`src/rtl/ssd_scan_ctl_pkg.sv`:
```
// ssd_scan_ctl_pkg: shared constants for the four-digit seven-segment scan
// controller.
//   - Active-low segment patterns {a,b,c,d,e,f,g,dp} with the dp bit off.
//   - Scan FSM state encoding.
//   - Active-low digit enable patterns and a select-to-enable helper.
package ssd_scan_ctl_pkg;

  localparam logic [7:0] SEG_0     = 8'h03;
  localparam logic [7:0] SEG_1     = 8'h9F;
  localparam logic [7:0] SEG_2     = 8'h25;
  localparam logic [7:0] SEG_3     = 8'h0D;
  localparam logic [7:0] SEG_4     = 8'h99;
  localparam logic [7:0] SEG_5     = 8'h49;
  localparam logic [7:0] SEG_6     = 8'h41;
  localparam logic [7:0] SEG_7     = 8'h1F;
  localparam logic [7:0] SEG_8     = 8'h01;
  localparam logic [7:0] SEG_9     = 8'h09;
  localparam logic [7:0] SEG_DASH  = 8'hFD;
  localparam logic [7:0] SEG_BLANK = 8'hFF;

  typedef enum logic {
    ST_BLANK = 1'b0,
    ST_SHOW  = 1'b1
  } state_e;

  localparam logic [3:0] DIG_EN_0 = 4'b1110;
  localparam logic [3:0] DIG_EN_1 = 4'b1101;
  localparam logic [3:0] DIG_EN_2 = 4'b1011;
  localparam logic [3:0] DIG_EN_3 = 4'b0111;
  localparam logic [3:0] DIG_OFF  = 4'b1111;

  function automatic logic [3:0] dig_en(input logic [1:0] sel);
    logic [3:0] en;
    case (sel)
      2'd0:    en = DIG_EN_0;
      2'd1:    en = DIG_EN_1;
      2'd2:    en = DIG_EN_2;
      default: en = DIG_EN_3;
    endcase
    return en;
  endfunction

endpackage

```
`src/rtl/ssd_scan_ctl_bcd_to_ssd.sv`:
```
// bcd_to_ssd: combinational BCD-to-seven-segment decoder, active-low.
//   code_i  : 4-bit digit code; 10..15 render as a dash.
//   blank_i : force all segments off (dp still honoured).
//   dp_i    : 1 lights the decimal point (clears bit 0).
//   seg_o   : {a,b,c,d,e,f,g,dp} pattern, active-low.
module bcd_to_ssd
  import ssd_scan_ctl_pkg::*;
(
  input  logic [3:0] code_i,
  input  logic       blank_i,
  input  logic       dp_i,
  output logic [7:0] seg_o
);

  logic [7:0] pat;

  always_comb begin
    pat = SEG_BLANK;
    if (!blank_i) begin
      case (code_i)
        4'd0:    pat = SEG_0;
        4'd1:    pat = SEG_1;
        4'd2:    pat = SEG_2;
        4'd3:    pat = SEG_3;
        4'd4:    pat = SEG_4;
        4'd5:    pat = SEG_5;
        4'd6:    pat = SEG_6;
        4'd7:    pat = SEG_7;
        4'd8:    pat = SEG_8;
        4'd9:    pat = SEG_9;
        default: pat = SEG_DASH;
      endcase
    end
  end

  assign seg_o = {pat[7:1], pat[0] & ~dp_i};

endmodule

```
`src/rtl/ssd_scan_ctl.sv`:
```
// ssd_scan_ctl: four-digit seven-segment scan controller.
//   clk, rst_n  : clock, asynchronous active-low reset.
//   scan_sel    : scan phase from the divider; k selects digit k (0 = rightmost).
//   bcd_in      : frame, [15:12] = digit 3 ... [3:0] = digit 0.
//   dp_in       : decimal point per digit, 1 = lit.
//   load        : strobe capturing bcd_in/dp_in into the pending buffer.
//   lz_en       : leading-zero suppression enable.
//   ftsd_ctl    : registered active-low digit enables.
//   segs        : registered active-low {a..g,dp}.
//   frame_tick  : pulse after a pending frame becomes active.
// A pending frame only becomes active when the scan wraps back to digit 0,
// so a displayed frame never mixes old and new digits. Every phase change
// is followed by DEAD_CYC cycles with all digits off.
module ssd_scan_ctl
  import ssd_scan_ctl_pkg::*;
#(
  parameter int DEAD_CYC = 16
) (
  input  logic        clk,
  input  logic        rst_n,
  input  logic [1:0]  scan_sel,
  input  logic [15:0] bcd_in,
  input  logic [3:0]  dp_in,
  input  logic        load,
  input  logic        lz_en,
  output logic [3:0]  ftsd_ctl,
  output logic [7:0]  segs,
  output logic        frame_tick
);

  localparam int CNT_W = ($clog2(DEAD_CYC + 1) < 1) ? 1 : $clog2(DEAD_CYC + 1);
  localparam logic [CNT_W-1:0] CNT_LOAD = CNT_W'(DEAD_CYC);

  logic [1:0]       sel_q, sel_d;
  state_e           state_q, state_d;
  logic [CNT_W-1:0] cnt_q, cnt_d;
  logic [15:0]      act_bcd_q, act_bcd_d, pend_bcd_q;
  logic [3:0]       act_dp_q, act_dp_d, pend_dp_q;
  logic             pend_vld_q;
  logic [3:0]       ftsd_q, ftsd_d;
  logic [7:0]       segs_q, segs_d;
  logic             tick_q;

  logic             chg, commit, show_d;
  logic [3:0][3:0]  nib;
  logic [3:0]       lead_zero;
  logic [7:0]       seg_pat;

  assign chg    = (scan_sel != sel_q);
  assign sel_d  = chg ? scan_sel : sel_q;
  assign commit = chg && (scan_sel == 2'b00) && pend_vld_q;

  // The output registers are loaded from the frame that will be active
  // after this edge, so a committed frame is visible without extra delay.
  assign act_bcd_d = commit ? pend_bcd_q : act_bcd_q;
  assign act_dp_d  = commit ? pend_dp_q  : act_dp_q;

  // A digit is a leading zero when it and every digit to its left are 0.
  // The units digit is always shown.
  for (genvar gi = 0; gi < 4; gi++) begin : g_digit
    assign nib[gi] = act_bcd_d[4*gi +: 4];
    if (gi == 0) begin : g_units
      assign lead_zero[gi] = 1'b0;
    end else begin : g_upper
      assign lead_zero[gi] = (act_bcd_d[15:4*gi] == '0);
    end
  end

  bcd_to_ssd u_dec (
    .code_i  (nib[sel_d]),
    .blank_i (lz_en & lead_zero[sel_d]),
    .dp_i    (act_dp_d[sel_d]),
    .seg_o   (seg_pat)
  );

  always_comb begin
    state_d = state_q;
    cnt_d   = cnt_q;
    case (state_q)
      ST_BLANK: begin
        if (chg) begin
          cnt_d = CNT_LOAD;
        end else if (cnt_q == '0) begin
          state_d = ST_SHOW;
        end else begin
          cnt_d = cnt_q - CNT_W'(1);
        end
      end
      default: begin
        if (chg) begin
          state_d = ST_BLANK;
          cnt_d   = CNT_LOAD;
        end
      end
    endcase
  end

  // Outputs are registered, so they look one cycle ahead: the digit is
  // driven on the edge where the counter reaches zero, which places it
  // exactly DEAD_CYC cycles after the change (immediately for DEAD_CYC=0).
  assign show_d = (state_d == ST_SHOW) || (cnt_d == '0);
  assign ftsd_d = show_d ? dig_en(sel_d) : DIG_OFF;
  assign segs_d = show_d ? seg_pat : SEG_BLANK;

  always_ff @(posedge clk or negedge rst_n) begin
    if (!rst_n) begin
      sel_q      <= 2'b00;
      state_q    <= ST_BLANK;
      cnt_q      <= CNT_LOAD;
      act_bcd_q  <= '0;
      act_dp_q   <= '0;
      pend_bcd_q <= '0;
      pend_dp_q  <= '0;
      pend_vld_q <= 1'b0;
      ftsd_q     <= DIG_OFF;
      segs_q     <= SEG_BLANK;
      tick_q     <= 1'b0;
    end else begin
      sel_q   <= sel_d;
      state_q <= state_d;
      cnt_q   <= cnt_d;
      if (commit) begin
        act_bcd_q <= pend_bcd_q;
        act_dp_q  <= pend_dp_q;
      end
      // A load coinciding with a commit refills the pending buffer.
      if (load) begin
        pend_bcd_q <= bcd_in;
        pend_dp_q  <= dp_in;
        pend_vld_q <= 1'b1;
      end else if (commit) begin
        pend_vld_q <= 1'b0;
      end
      ftsd_q <= ftsd_d;
      segs_q <= segs_d;
      tick_q <= commit;
    end
  end

  assign ftsd_ctl   = ftsd_q;
  assign segs       = segs_q;
  assign frame_tick = tick_q;

endmodule

```
`config.mk`:
```
export PLATFORM = sky130hd
export DESIGN_NAME = ssd_scan_ctl
export DESIGN_NICKNAME = d
export VERILOG_FILES = /design/src/rtl/ssd_scan_ctl_pkg.sv /design/src/rtl/ssd_scan_ctl_bcd_to_ssd.sv /design/src/rtl/ssd_scan_ctl.sv
export SDC_FILE = /design/constraint.sdc
export NUM_CORES = 1
export LEC_CHECK = 0
export CORE_MARGIN = 3
export CORE_UTILIZATION = 50
export DETAILED_ROUTE_END_ITERATION = 8
export PLACE_DENSITY = 0.8
export SKIP_LAST_GASP = 1
export SYNTH_ARGS = -nofsm -noshare
export SYNTH_HDL_FRONTEND = slang
export SYNTH_SLANG_ARGS = --single-unit
```
`constraint.sdc`:
```
create_clock -name clk -period 2.2 [get_ports clk]
set_input_delay 0.44 -clock clk [delete_from_list [all_inputs] [get_ports clk]]
set_output_delay 0.44 -clock clk [all_outputs]
set_load 0.02 [all_outputs]
```
Yosys cells after proc, flatten, opt, wreduce, memory -nomap -nowiden
Memory sizes are Yosys's and may differ from the RTL's.
Index checks and enable logic that the tools add are counted.

cells by class
  add/subtract/negate cells = 1
  $lt $le $gt $ge = 1
  equality and inequality tests = 3
  multiplexer cells = 23
  bitwise operators = 3
  reduce and logical (&&, ||, !) cells = 11

operators with widths
  cell                 count
  $mux 5               4
  $mux 16              1
  $mux 8               2
  $logic_not 12->1     1
  $mux 4               3
  $pmux 4 s3           1
  $logic_not 5->1      2
  $bmux 4 s2           1
  $logic_not 8->1      1
  $mux 1               8
  $sub 5x1->5 const B  1
  $bmux 1 s2           2
  $logic_not 2->1      2
  $logic_not 4->1      1
  $lt 2x3->1 const B   1
  $and 1x1->1          2
  $eq 2x1->1 const B   1
  $eq 2x2->1 const B   1
  $logic_and 1x1->1    2
  $mux 2               1
  $ne 2x2->1           1
  $reduce_bool 2->1    1
  $logic_or 1x1->1     1
  $not 1->1            1

word-level totals
  register bits after elaboration = 62
  ROM bits = 112
  bits of input ports = 26
  output and inout port bits = 13
  word-level logic and storage cells = 54
  memories kept = 1

memories
  name              depth  width  rd ports  clocked after memory_dff  wr ports  line                           text
  (name not given)  16     7      1         0                         0         ssd_scan_ctl_bcd_to_ssd.sv:20  case (code_i)

Depth between registers and ports, before layout
  depth in word-level cells = 11
  depth in mapped cells = 10
  depth with buffers taken out = 9

Modules after synthesis
Synthesis repeated with hierarchy kept, for this count alone.

second synthesis, totals
  cell total of the unflattened synthesis = 239
  area, all modules = 2778.9 µm²

modules (own cells, without submodules)
  module        times used  cells each  area each (µm²)  seq. area each (µm²)
  ssd_scan_ctl  1           207         2573.7           1567.8
  bcd_to_ssd    1           32          205.2            0.0

Least setup slack after synthesis
OpenSTA, ideal clock, no wires.

  path kind = input to register
  start point = input port scan_sel[0]
  end point = register segs_q[4], in the netlist segs[4]
  setup time = 0.100 ns
  data arrival time = 1.808 ns
  required time = 2.100 ns
  slack = 0.292 ns
  cell stages on the path = 9
  buffers on the path = 1
  path through = buf_6 > nand2b_1 > o2bb2ai_1 > a21oi_2 > inv_1 > ha_1 > nand3_1 > a21oi_1 > o211ai_1

on the way
  word-level cells in the longest chain between the ends = 10
  elaborated cells on any way between the ends = 25
  classes of those cells = eq/ne: 1; mux: 14; bitwise: 1; reduce/logical: 8; memory: 1

RTL lines
  item                                                  line                 text
  start: declaration                                    ssd_scan_ctl.sv:21   input logic [1:0] scan_sel,
  branches (longest 9 deep; another with $mem_v2 16x7)  n/a
  $mux 8 *                                              ssd_scan_ctl.sv:103  assign segs_d = show_d ? seg_pat : SEG_BLANK;
  net segs_d[4]                                         ssd_scan_ctl.sv:41   logic [7:0] segs_q, segs_d;
  end signal: assignment                                ssd_scan_ctl.sv:135  segs_q <= segs_d;
  end: declaration                                      ssd_scan_ctl.sv:41

Mark *: on every way through the listed nets, which the timed path passes. The select of a mux whose other input is x is not followed.
A chain may end at the register's enable or synchronous reset.

Final worst setup path
  start point = input port scan_sel[1]
  end point = register segs_q[4], in the netlist segs[4]

The elaborated chain is that of the path after synthesis.

==> impl_metrics.csv <==
group,metric,value,unit
power,power_density,818.8,mW/mm2
timing,rsz0062_at_grt,"no",
route,drc_errors,0,
grt,grt_pass1_vias,2103,
floorplan,start_util,52.10,%
power,swShare,29.40,%
timing,slew_headroom,66.72,%
synth,synth-seq-cells,62,
grt,antenna_found_initial,0,
synth,synth-main-ff-cell,"dfrtp_1",
timing,period_share,95.14,%
clock_tree,cts_buffers,9,
timing,fmax,0.4778,GHz
power,p_sw,0.8757,mW
critical_path,crit_path_max_fanout,5,
clock_tree,clkSinkCount,62,
power,p_seq_share,48.1,%
critical_path,critPathKind,"input pin to register",
place,hpwl,4338,um
route,wl_per_cell,15.76,um
clock_tree,clock_latency,0.34,ns
critical_path,worst-endpoint-arrival,2.34,ns
critical_path,critPathRequiredTime,2.44,ns
grt,grt_usage,20.07,%
route,via_count,1999,
synth,syn_nets,263,
final_layout,diodes,0,
synth,synth_cell_type_count,44,
clock_tree,cts_resized,0,
route,drtIter0Drc,111,
place,finalWeightedCongestion,0.9409,
synth,synth_edf_count,0,
final_layout,drive_above_1_share,33.90,%
floorplan,pin_count,39,
power,clkPwrFrac,28.8,%
timing,hold_viol_final,0,
synth,synthArstFlopShare,100.0,%
timing,fin_crit,2.093,ns
floorplan,die_x,82.21,um
run,drv_cap,0,
critical_path,critPathLaunchType,"input pin",
place,dp_slack,-0.2315,ns
power,peakVddDrop,591.2,uV
clock_tree,cts_tree,"yes",
grt,grt_pass1_wl,9915,um
clock_tree,clock_path_buffers,2,
grt,grt-ovfl-total,0,
synth,yosysWarnings,0,
timing,fin_worst_skew,0.004999,ns
power,p_leak,1.544,nW
route,vias_per_cell,5.447,
final_layout,nets,323,
timing,setup_ws,0.1070,ns
critical_path,cp-end-kind,"register",
min_path,hold_path_class,"input pin to async pin",
power,p_int,2.102,mW
floorplan,dieHeight,82.21,um
clock_tree,postCtsHoldBufs,0,
clock_tree,cts-root-buf,"clkbuf_8",
clock_tree,clkSlewWorstSetupHoldPaths,0.07,ns
timing,setup_viol,0,
floorplan,rows,27,
route,wl,5785,um
floorplan,die_area,0.006758,mm2
synth,synthCells,230,
timing,tightest_slew,0.4992,ns
synth,syn_area_per_cell,12.63,um2
final_layout,syn_to_final_growth,25.25,%
timing,tns,0,ns
timing,slew_violations,0,
floorplan,core_area,0.005574,mm2
place,port_buffers,38,
power,p_total,2.978,mW
route,detail-route-antenna-nets,0,
outcome,status,"finished clean",
synth,syn_area,0.002904,mm2
grt,grt_max_degree,24,
synth,ys_seq_area_share,53.99,%
clock_tree,post_cts_buffers,0,
route,dr.pass1.iters,6,
power,power_frac_comb,23.1,%
clock_tree,ctsHtreeMaxLevel,3,
logic make-up (layout without fill, tap and decap cells):
kind of cell | count (synthesis) | in the layout | share of synthesized area [%]
compound gates | 39 | 39 | 10.60
xor+xnor | 4 | 4 | 1.206
fa+ha+maj | 7 | 7 | 3.016
buf+inv | 18 | 83 | 3.016
flops | 62 | 62 | 53.99
mux | 44 | 44 | 17.28
simple gates | 56 | 56 | 10.90
cells in the final DEF, fill, tap and decap left out, drive strengths merged, types with 8 or more instances in the layout:
cell type	Yosys	routed
dfstp	13	13
o211ai	9	9
buf	6	22
dfrtp	49	49
inv	8	8
clkdlybuf4s50	0	37
nand2	21	21
mux2	36	36
clkbuf	4	12
a21oi	10	10
per-stage QoR:
stage	hold slack (ns)	area (um2)	cells	util, %
2_1_floorplan	0.1444	2904	230	-
3_3_place_gp	0.4270	3470	351	62.24
3_5_place_dp	0.4365	3470	351	62.24
4_1_cts	0.07187	3637	367	65.25
5_1_grt	0.07803	3637	367	65.25
6_report	0.06182	3637	367	65.25
sequential cells by signal, summed over array words and instances (netlist names):
register	cells
pend_dp_q	4
sel_q	2
act_bcd_q	16
pend_bcd_q	16
cnt_q	5
frame_tick	1
ftsd_ctl	4
state_q	1
act_dp_q	4
pend_vld_q	1
segs	8
layer usage:
metal / share of wire, % / wire [um] / GRT usage (%)
met1: 42 / 2450 / 24.41
met5: 0 / 0 / 0
met2: 52 / 3026 / 33.41
met4: 1.5 / 89 / 7.309
met3: 3.8 / 219 / 6.291
worst paths after layout:
check	slack, ns	startpoint	cells past startpoint	to
worst max-delay path	0.11	scan_sel[1]	10	segs[4]$_DFF_PN1_
min in group clk	0.47	pend_bcd_q[12]$_DFFE_PN0P_	2	act_bcd_q[12]$_DFF_PN0_
worst max register to register	0.26	sel_q[0]$_DFF_PN0_	7	segs[3]$_DFF_PN1_
worst min-delay path	0.06	rst_n	1	pend_dp_q[2]$_DFFE_PN0P_
max in group asynchronous	1.44	rst_n	2	segs[3]$_DFF_PN1_
worst min register to register	0.47	pend_bcd_q[12]$_DFFE_PN0P_	2	act_bcd_q[12]$_DFF_PN0_
power groups by stage:
stage / clock network [mW] / registers, mW / logic [mW]
global placement: 0 / 1.44 / 0.652
floorplan: 0 / 1.42 / 0.458
detailed placement: 0 / 1.45 / 0.687
finish: 0.858 / 1.43 / 0.687
global route: 0.942 / 1.45 / 0.762
CTS: 0.879 / 1.43 / 0.690
area by class of cell:
cell class	instances	area [um2]
clock inverter	4	22.52
sequential	62	1568
multi-input combinational	150	1249
timing repair buffer	59	533.0
clock buffer	12	145.1
fill	434	1937
inverter	8	30.03
tap	72	90.09
cells in the mapped netlist, types with 5 or more instances:
master    count  area, um2
a21oi_1       8      40.04
dfrtp_1      49       1226
dfstp_2      13      341.6
ha_1          7      87.58
inv_1         8      30.03
mux2_2       36      405.4
mux2i_1       6      60.06
nand2_1      21      78.83
nor2_1        5      18.77
o211ai_1      9      67.56
critical path, cell delays in order:
cell	delay [ns]
clkdlybuf4s50_1	0.60
mux2i_1	0.23
o2bb2ai_1	0.15
a31o_2	0.18
inv_1	0.09
ha_1	0.20
inv_1	0.07
o21ai_0	0.09
a21oi_1	0.18
o211ai_1	0.10
No activity file was read; power rests on OpenSTA's default activity.
